<file path="src/rtl/regfile_dump_if.sv">
`default_nettype none
// +--------------------------------------------------------------------+
// | regfile_dump_if - valid/ready beat stream out of regfile_dump. Rev 1.0 |
// +--------------------------------------------------------------------+
interface regfile_dump_if #(
   parameter int DATA_WIDTH = 8
);
   logic                  m_valid;
   logic                  m_ready;
   logic [DATA_WIDTH-1:0] m_data;
   logic [11:0]           m_addr;
   logic                  m_last;

   modport master (
      output m_valid,
      output m_data,
      output m_addr,
      output m_last,
      input  m_ready
   );

   modport slave (
      input  m_valid,
      input  m_data,
      input  m_addr,
      input  m_last,
      output m_ready
   );
endinterface
`default_nettype wire

</file>
<file path="src/rtl/regfile_dump.sv">
`default_nettype none
// +--------------------------------------------------------------------------+
// | regfile_dump - streams a register-file address window as tagged beats.     |
// | Optional feature macro: DUMP_ADDR_CHECK_EN (echoed-address check).  Rev 1.0 |
// +--------------------------------------------------------------------------+
module regfile_dump #(
   parameter int DATA_WIDTH = 8
) (
   input  wire logic                  clk,
   input  wire logic                  rst_n,
   input  wire logic                  i_start,
   input  wire logic [11:0]           i_base_addr,
   input  wire logic [12:0]           i_count,
   output logic                       o_busy,
   output logic                       o_done,
   output logic                       o_err,
   output logic                       o_ran_re,
   output logic [11:0]                o_ran_r_addr,
   input  wire logic [DATA_WIDTH-1:0] i_ran_r_data,
   input  wire logic [11:0]           i_out_ran_r_addr,
   regfile_dump_if.master             m_if
);

   typedef enum logic [1:0] {
      S_IDLE  = 2'd0,
      S_READ  = 2'd1,
      S_DRAIN = 2'd2,
      S_FLUSH = 2'd3
   } state_t;

   state_t                r_state;
   state_t                w_next;
   logic [11:0]           r_rd_ptr;
   logic [12:0]           r_remaining;
   logic                  r_armed;
   logic                  r_m_valid;
   logic [DATA_WIDTH-1:0] r_m_data;
   logic [11:0]           r_m_addr;
   logic                  r_m_last;
   logic                  w_start_acc;
   logic                  w_issue;
   logic                  w_addr_ok;
   logic                  w_load;

   assign w_start_acc = (r_state == S_IDLE) && i_start;
   // r_armed holds off the first issue until the cycle after READ is entered
   assign w_issue     = (r_state == S_READ) && r_armed && (r_remaining != 13'd0) &&
                        (!r_m_valid || m_if.m_ready);
   assign w_load      = w_issue && w_addr_ok;

`ifdef DUMP_ADDR_CHECK_EN
   logic r_err;

   // Case-equality so a floating echo (no data behind the address) is a miss
   assign w_addr_ok = (i_out_ran_r_addr === r_rd_ptr);

   always_ff @(posedge clk or negedge rst_n) begin
      if (!rst_n) begin
         r_err <= 1'b0;
      end else if (w_start_acc) begin
         r_err <= 1'b0;
      end else if (w_issue && !w_addr_ok) begin
         r_err <= 1'b1;
      end
   end

   assign o_err = r_err;
`else
   logic w_unused_echo;

   assign w_unused_echo = &{1'b0, i_out_ran_r_addr};
   assign w_addr_ok     = 1'b1;
   assign o_err         = 1'b0;
`endif

   always_comb begin
      w_next = r_state;
      case (r_state)
         S_IDLE: begin
            if (w_start_acc) begin
               w_next = (i_count == 13'd0) ? S_FLUSH : S_READ;
            end
         end
         S_READ: begin
            if (w_issue && !w_addr_ok) begin
               w_next = S_FLUSH;
            end else if (w_issue && (r_remaining == 13'd1)) begin
               w_next = S_DRAIN;
            end
         end
         S_DRAIN: begin
            if (r_m_valid && m_if.m_ready && r_m_last) begin
               w_next = S_FLUSH;
            end
         end
         S_FLUSH: w_next = S_IDLE;
         default: w_next = S_IDLE;
      endcase
   end

   always_ff @(posedge clk or negedge rst_n) begin
      if (!rst_n) begin
         r_state <= S_IDLE;
      end else begin
         r_state <= w_next;
      end
   end

   always_ff @(posedge clk or negedge rst_n) begin
      if (!rst_n) begin
         r_armed     <= 1'b0;
         r_rd_ptr    <= 12'd0;
         r_remaining <= 13'd0;
         r_m_valid   <= 1'b0;
         r_m_data    <= '0;
         r_m_addr    <= 12'd0;
         r_m_last    <= 1'b0;
      end else begin
         r_armed <= (r_state == S_READ);
         if (w_start_acc) begin
            r_rd_ptr    <= i_base_addr;
            r_remaining <= i_count;
         end else if (w_issue) begin
            r_rd_ptr    <= r_rd_ptr + 12'd1;
            r_remaining <= r_remaining - 13'd1;
         end
         if (w_load) begin
            r_m_valid <= 1'b1;
            r_m_data  <= i_ran_r_data;
            r_m_addr  <= r_rd_ptr;
            r_m_last  <= (r_remaining == 13'd1);
         end else if (m_if.m_ready) begin
            r_m_valid <= 1'b0;
         end
      end
   end

   assign o_busy       = (r_state != S_IDLE);
   assign o_done       = (r_state == S_FLUSH);
   assign o_ran_re     = w_issue;
   assign o_ran_r_addr = w_issue ? r_rd_ptr : 12'd0;

   assign m_if.m_valid = r_m_valid;
   assign m_if.m_data  = r_m_data;
   assign m_if.m_addr  = r_m_addr;
   assign m_if.m_last  = r_m_last;

endmodule
`default_nettype wire
</file>
<file path="src/flat_wrapper.sv">
// flat-port wrapper written by rule: the top's interface ports become plain ports
module regfile_dump_flat 
#(
   parameter int DATA_WIDTH = 8
)
  (clk, rst_n, i_start, i_base_addr, i_count, o_busy, o_done, o_err, o_ran_re, o_ran_r_addr, i_ran_r_data, i_out_ran_r_addr, m_if_m_valid, m_if_m_data, m_if_m_addr, m_if_m_last, m_if_m_ready);
  regfile_dump_if #(.DATA_WIDTH(DATA_WIDTH)) m_if_i ();
  input  wire logic clk;
  input  wire logic rst_n;
  input  wire logic i_start;
  input  wire logic [11:0] i_base_addr;
  input  wire logic [12:0] i_count;
  output logic o_busy;
  output logic o_done;
  output logic o_err;
  output logic o_ran_re;
  output logic [11:0] o_ran_r_addr;
  input  wire logic [DATA_WIDTH-1:0] i_ran_r_data;
  input  wire logic [11:0] i_out_ran_r_addr;
  output wire logic [$bits(m_if_i.m_valid)-1:0] m_if_m_valid;
  output wire logic [$bits(m_if_i.m_data)-1:0] m_if_m_data;
  output wire logic [$bits(m_if_i.m_addr)-1:0] m_if_m_addr;
  output wire logic [$bits(m_if_i.m_last)-1:0] m_if_m_last;
  input wire logic [$bits(m_if_i.m_ready)-1:0] m_if_m_ready;
  assign m_if_m_valid = m_if_i.m_valid;
  assign m_if_m_data = m_if_i.m_data;
  assign m_if_m_addr = m_if_i.m_addr;
  assign m_if_m_last = m_if_i.m_last;
  assign m_if_i.m_ready = m_if_m_ready;
  regfile_dump #(.DATA_WIDTH(DATA_WIDTH)) u_core (.clk(clk), .rst_n(rst_n), .i_start(i_start), .i_base_addr(i_base_addr), .i_count(i_count), .o_busy(o_busy), .o_done(o_done), .o_err(o_err), .o_ran_re(o_ran_re), .o_ran_r_addr(o_ran_r_addr), .i_ran_r_data(i_ran_r_data), .i_out_ran_r_addr(i_out_ran_r_addr), .m_if(m_if_i));
endmodule
</file>
<file path="config.mk">
export PLATFORM = sky130hd
export DESIGN_NAME = regfile_dump_flat
export DESIGN_NICKNAME = d
export VERILOG_FILES = /design/src/rtl/regfile_dump_if.sv /design/src/rtl/regfile_dump.sv /design/src/flat_wrapper.sv
export SDC_FILE = /design/constraint.sdc
export NUM_CORES = 1
export LEC_CHECK = 0
export ABC_CLOCK_PERIOD_IN_PS = 2600
export CAP_MARGIN = 0
export CORE_ASPECT_RATIO = 1.75
export CORE_UTILIZATION = 40
export CTS_BUF_LIST = sky130_fd_sc_hd__clkbuf_16
export DETAILED_ROUTE_END_ITERATION = 7
export GPL_ROUTABILITY_DRIVEN = 0
export HOLD_SLACK_MARGIN = 0.1
export PLACE_DENSITY = 0.71
export SYNTH_ARGS = -nofsm -noshare
export SYNTH_HDL_FRONTEND = slang
export SYNTH_SLANG_ARGS = --single-unit
export TNS_END_PERCENT = 30
</file>
<file path="constraint.sdc">
create_clock -name clk -period 2.6 [get_ports clk]
set_input_delay 0.26 -clock clk [delete_from_list [all_inputs] [get_ports clk]]
set_output_delay 0.26 -clock clk [all_outputs]
set_load 0.02 [all_outputs]
</file>
==> results of run 1 <==
[power breakdown]
part	internal [W]	switching [W]
Combinational	0.00103	0.00112
Sequential	0.00116	0.000294
Clock	0.000357	0.000297
[path summary, 6_finish.rpt]
kind                                    endpoint  slack [ns]
min                        u_core.m_if.m_addr[4]        0.49
min reg2reg                u_core.m_if.m_addr[4]        0.49
min in group asynchronous  u_core.r_remaining[1]        0.54
max in group asynchronous  u_core.m_if.m_addr[0]        1.40
max reg2reg                   u_core.r_rd_ptr[6]        0.34
max                              o_ran_r_addr[7]        0.10
[synthesized netlist by cell type, types with 2 or more instances]
cell type	number	area share (%)
dfrtp_1	50	46
nor2_1	30	4.1
a31oi_1	25	5.7
mux2_1	18	7.4
and3_1	15	3.4
or4_1	15	4.1
o31ai_1	11	3.0
clkbuf_1	10	1.4
o21ai_0	10	1.8
or3_1	10	2.3
ha_1	8	3.7
nand2_1	8	1.1
nand4_1	8	1.8
nand3_1	7	1.3
o21ai_1	7	1.3
inv_1	5	0.69
buf_2	4	0.73
and2_1	3	0.69
buf_4	3	0.82
nor4_1	3	0.69
or4b_2	3	1.1
mux2_2	2	0.82
mux2i_1	2	0.73
nor2b_1	2	0.46
nor3_1	2	0.37
o41ai_1	2	0.64
[sequential cells by signal (all words and copies together), names as in the netlist]
register and flops:
u_core.m_if.m_data 8, u_core.r_remaining 13, u_core.r_rd_ptr 12, u_core.m_if.m_valid 1, u_core.m_if.m_last 1, u_core.m_if.m_addr 12, u_core.r_armed 1, u_core.r_state 2
[stage by stage]
step	instances	util (%)	total power, W	setup slack (ns)
2_1_floorplan	277	-	0.00264	0.261
3_3_place_gp	444	56.2	0.00360	-0.0224
3_5_place_dp	444	56.2	0.00366	-0.0565
6_report	453	57.9	0.00425	0.104
5_1_grt	453	57.9	0.00453	0.0385
4_1_cts	453	58.0	0.00429	-0.00920
[per-layer routing]
metal  wire [µm]  track usage (%)
met4         243             10.4
met3         324             3.79
met1        2800             23.3
met5           0                0
met2        3830             38.4
[worst max-delay path: cells and delay by family (launching register included)]
family,cells,cell delay [ns]
and+or+nand+nor,3,1.25
DFF,1,0.39
buffers and inverters,2,0.30
[timing repair]
item,in CTS,in global routing
hold endpoints to repair,27,0
hold buffers,1,0
buffers inserted,0,0
setup endpoints to repair,13,2
gates resized for setup,50,4
[kinds of logic (layout without fill, tap and decap cells)]
family / after synthesis / in the layout / synth area share, %
buffers and inverters: 22 / 116 / 3.61
muxes: 22 / 22 / 8.95
AOI/OAI and AO/OA: 58 / 58 / 13.2
DFF: 50 / 50 / 45.7
other: 1 / 1 / 0.137
adders and majority gates: 8 / 8 / 3.65
and+or+nand+nor: 116 / 116 / 24.7
[cell type report]
cell class              instances  area, µm²  area share [%]
inverters                       5       18.8           0.492
clock buffers                   5        125            3.28
well taps                      82        103            2.69
flip-flops and latches         50       1250            32.8
clock inverters                 3       21.3           0.557
multi-input cells             205       1400            36.7
repair buffers                103        896            23.5
==> impl_metrics.json, run 1 <==
{
  "synth-edff-count": 0,
  "die_w_um": 64.6,
  "cts_buffers": 5,
  "wire_per_inst_um": 15.9,
  "path_class": "flop to output pin",
  "hold_viol_final": 0,
  "grt_pass1_wl_um": 11800,
  "r2r-start": "u_core.r_state[1]",
  "cts_tree": "built",
  "dp_hpwl_um": 5470,
  "required_ns": 2.34,
  "design_area_mm2": 0.00382,
  "slew_headroom_pct": 54.2,
  "slowest_stage": "or4_4",
  "die_h_um": 111,
  "startpoint": "u_core.r_remaining[4]",
  "htree_levels": 2,
  "peakVddDrop_mv": 0.538,
  "grt_overflow": 0,
  "syn-num-nets": 334,
  "syn_area_per_cell_um2": 9.89,
  "min_path_cells": 1,
  "wl_um": 7190,
  "clock_path_buffers": 2,
  "drc": 0,
  "maxCapViolCount": 0,
  "power_density_mw_per_mm2": 1110,
  "async_flop_share_pct": 100,
  "skew_ns": 0.00579,
  "status": "finished clean",
  "min_period_ns": 2.50,
  "grt_usage_pct": 21.3,
  "crit_chain": "or4_4 > or4_4 > buf_6 > and3_1 > buf_2",
  "grt_pass1_vias": 2569,
  "synth_ff_type": "dfrtp_1",
  "worst-r2r-cell-count": 7,
  "pin_count": 87,
  "drt_iter0_drc": 81,
  "rsz0062_at_grt": "no",
  "yosysWarnings": 0,
  "layout_common_cells": "clkdlybuf4s50_1 (59), dfrtp_1 (50), nor2_1 (30)",
  "synthCells": 277,
  "vias_per_cell": 5.69,
  "yosys_register_bits": 50,
  "critPathArrivalTime_ns": 2.24,
  "dpl-instance-area_mm2": 0.00370,
  "drt_first_pass_iters": 4,
  "core_area_mm2": 0.00659,
  "setup_violations": 0,
  "crit_path_start_kind": "flop",
  "numClockSinks": 50,
  "slowest_delay_ns": 0.55,
  "endpoint_kind": "output pin",
  "min_from": "u_core.m_if.m_addr[4]",
  "rows": 39,
  "tns_ns": 0,
  "drtAntennaViolNets": 0,
  "tightest_slew_ns": 0.687,
  "grt_max_degree": 34,
  "max_freq_ghz": 0.401,
  "cp_max_fo": 13,
  "hold_ws_ns": 0.488,
  "clk_pin_slew_ns": 0.07,
  "synthToLayoutAreaGrowth_pct": 39.3,
  "p_leak_nw": 1.58,
  "final_max_slew_viol_count": 0,
  "antenna_found_initial": 0,
  "clk_latency_ns": 0.29,
  "n_fill_cell": 606,
  "dr_total_vias": 2578,
  "finalCritPeriodShare_pct": 96.0,
  "hold_path.class": "flop to flop",
  "layout_commonest_cell": "clkdlybuf4s50_1",
  "syn_area_mm2": 0.00274,
  "fin_nets": 427,
  "start_util_pct": 41.6,
  "synth-seq-area-share_pct": 45.7,
  "yosysUniqueCellTypes": 40,
  "cts-root-buf": "clkbuf_16",
  "crit_path_frequent_cell": "or4_4",
  "dieArea_mm2": 0.00720,
  "io_buffers": 73,
  "drive_gt1_share_pct": 16.7,
  "diodes": 0
}
(Power assumes the default switching activity.)
==> run 2: changes to the inputs <==
--- a/config.mk
+++ b/config.mk
@@ -7,13 +7,15 @@
 export LEC_CHECK = 0
 export ABC_CLOCK_PERIOD_IN_PS = 2600
 export CAP_MARGIN = 0
+export CELL_PAD_IN_SITES_DETAIL_PLACEMENT = 0
+export CELL_PAD_IN_SITES_GLOBAL_PLACEMENT = 1
 export CORE_ASPECT_RATIO = 1.75
-export CORE_UTILIZATION = 40
+export CORE_UTILIZATION = 35
 export CTS_BUF_LIST = sky130_fd_sc_hd__clkbuf_16
 export DETAILED_ROUTE_END_ITERATION = 7
 export GPL_ROUTABILITY_DRIVEN = 0
 export HOLD_SLACK_MARGIN = 0.1
-export PLACE_DENSITY = 0.71
+export PLACE_DENSITY = 0.8
 export SYNTH_ARGS = -nofsm -noshare
 export SYNTH_HDL_FRONTEND = slang
 export SYNTH_SLANG_ARGS = --single-unit
==> impl_metrics.json, run 2 (synthesis gave the netlist of run 1 again) <==
{
  "status": "finished clean",
  "dpl-instance-area_mm2": 0.00371,
  "design_area_mm2": 0.00384,
  "rsz0062_at_grt": "yes",
  "vias_per_cell": 5.60,
  "crit_path_start_kind": "flop",
  "regMostFlops": "u_core.r_remaining",
  "grt_max_degree": 37,
  "grt_pass1_vias": 2504,
  "p_total_w": 0.00438,
  "cts_buffers": 5,
  "post-route-util_pct": 50.8,
  "largest_reg_flops": 13,
  "peakVddDrop_mv": 0.516,
  "power_density_mw_per_mm2": 1140,
  "start_util_pct": 36.2,
  "endpoint_kind": "output pin",
  "dr_total_vias": 2561,
  "r2r_setup_slack_ns": 0.40,
  "placedCellCount": 448,
  "grt_usage_pct": 19.4,
  "drc": 0,
  "slew_headroom_pct": 64.9,
  "die_w_um": 68.9,
  "cts_tree": "built",
  "skew_ns": 0.00788,
  "wl_um": 7500,
  "final_max_slew_viol_count": 0,
  "tightest_slew_ns": 0.526,
  "hold_ws_ns": 0.432,
  "wire_per_inst_um": 16.4,
  "io_buffers": 73,
  "critPathArrivalTime_ns": 2.29,
  "required_ns": 2.34,
  "die_h_um": 119,
  "hold_viol_final": 0,
  "p_leak_nw": 1.59,
  "fin_nets": 425,
  "synthToLayoutAreaGrowth_pct": 40.3,
  "rows": 42,
  "final_cells": 457,
  "finalCritPeriodShare_pct": 98.1,
  "min_period_ns": 2.55,
  "maxCapViolCount": 0,
  "clock_path_buffers": 2,
  "numClockSinks": 50,
  "layout_common_cells": "clkdlybuf4s50_1 (60), dfrtp_1 (50), nor2_1 (30)",
  "drive_gt1_share_pct": 16.3,
  "cts-root-buf": "clkbuf_16",
  "n_fill_cell": 729,
  "antenna_found_initial": 0,
  "drtAntennaViolNets": 0,
  "drt_iter0_drc": 120,
  "hold_path.class": "primary input to asynchronous set/reset pin",
  "htree_levels": 2,
  "grt_pass1_wl_um": 11800,
  "path_class": "flop to output pin",
  "grt_overflow": 0,
  "dp_hpwl_um": 5540,
  "max_freq_ghz": 0.392,
  "clk_pin_slew_ns": 0.07,
  "pin_count": 87,
  "dieArea_mm2": 0.00820,
  "drt_first_pass_iters": 4,
  "setup_violations": 0,
  "diodes": 0,
  "layout_commonest_cell": "clkdlybuf4s50_1",
  "postCtsSetupRepairBufs": 0,
  "core_area_mm2": 0.00757,
  "cp_max_fo": 2,
  "clk_latency_ns": 0.29
}
-- run 2: metal layers --
layer	vias up	global-route usage, %	wire [µm]	part of all wire (%)
met4	0	7.14	140	1.9
li1	1228	-	-	-
met2	81	34.2	4030	54
met1	1242	22.6	2970	40
met3	10	2.59	353	4.7
met5	-	0	0	0
-- run 2: repair_timing --
item,CTS,global route
endpoints found under the hold margin,20,0
gates resized for setup,45,8
pin swaps,0,0
hold buffers,1,0
endpoints found under the setup margin,13,6
-- run 2: path summary, 6_finish.rpt --
path	start	end	cells after the start
worst min register to register	u_core.m_if.m_addr[11]	u_core.m_if.m_addr[11]	1
worst max register to register	u_core.r_remaining[1]	u_core.r_remaining[10]	7
min in group clk	u_core.m_if.m_addr[11]	u_core.m_if.m_addr[11]	1
worst max-delay path	u_core.r_remaining[4]	o_ran_re	5
max in group asynchronous	rst_n	u_core.m_if.m_valid	3
worst min-delay path	rst_n	u_core.r_remaining[3]	2
-- run 2: power breakdown --
group	total, W	internal, W	switching [W]
combinational	0.00218	0.00105	0.00113
sequential	0.00146	0.00116	0.000296
clock	0.000751	0.000456	0.000295
total	0.00438	0.00266	0.00172
-- run 2: cell type report --
| class | count | area [µm²] | area share (%) |
|---|---|---|---|
| flip-flops and latches | 50 | 1250 | 32.6 |
| well taps | 88 | 110 | 2.86 |
| clock buffers | 5 | 125 | 3.26 |
| multi-input cells | 205 | 1400 | 36.4 |
| inverters | 5 | 18.8 | 0.488 |
| clock inverters | 3 | 43.8 | 1.14 |
| repair buffers | 101 | 895 | 23.3 |
-- run 2: per-stage QoR --
stage / TNS (ns) / setup slack [ns]
after floorplan: 0 / 0.261
after global placement: -0.463 / -0.0498
after detailed placement: -0.424 / -0.0562
after CTS: 0 / 0.000977
after global routing: -0.0549 / -0.0549
final: 0 / 0.0494
-- run 2: worst max-delay path: stages, from the launching register on --
cell and delay [ns]:
dfrtp_1 0.39, or4_4 0.55, buf_4 0.16, nor4_4 0.28, nor2_2 0.08, clkdlybuf4s50_1 0.54
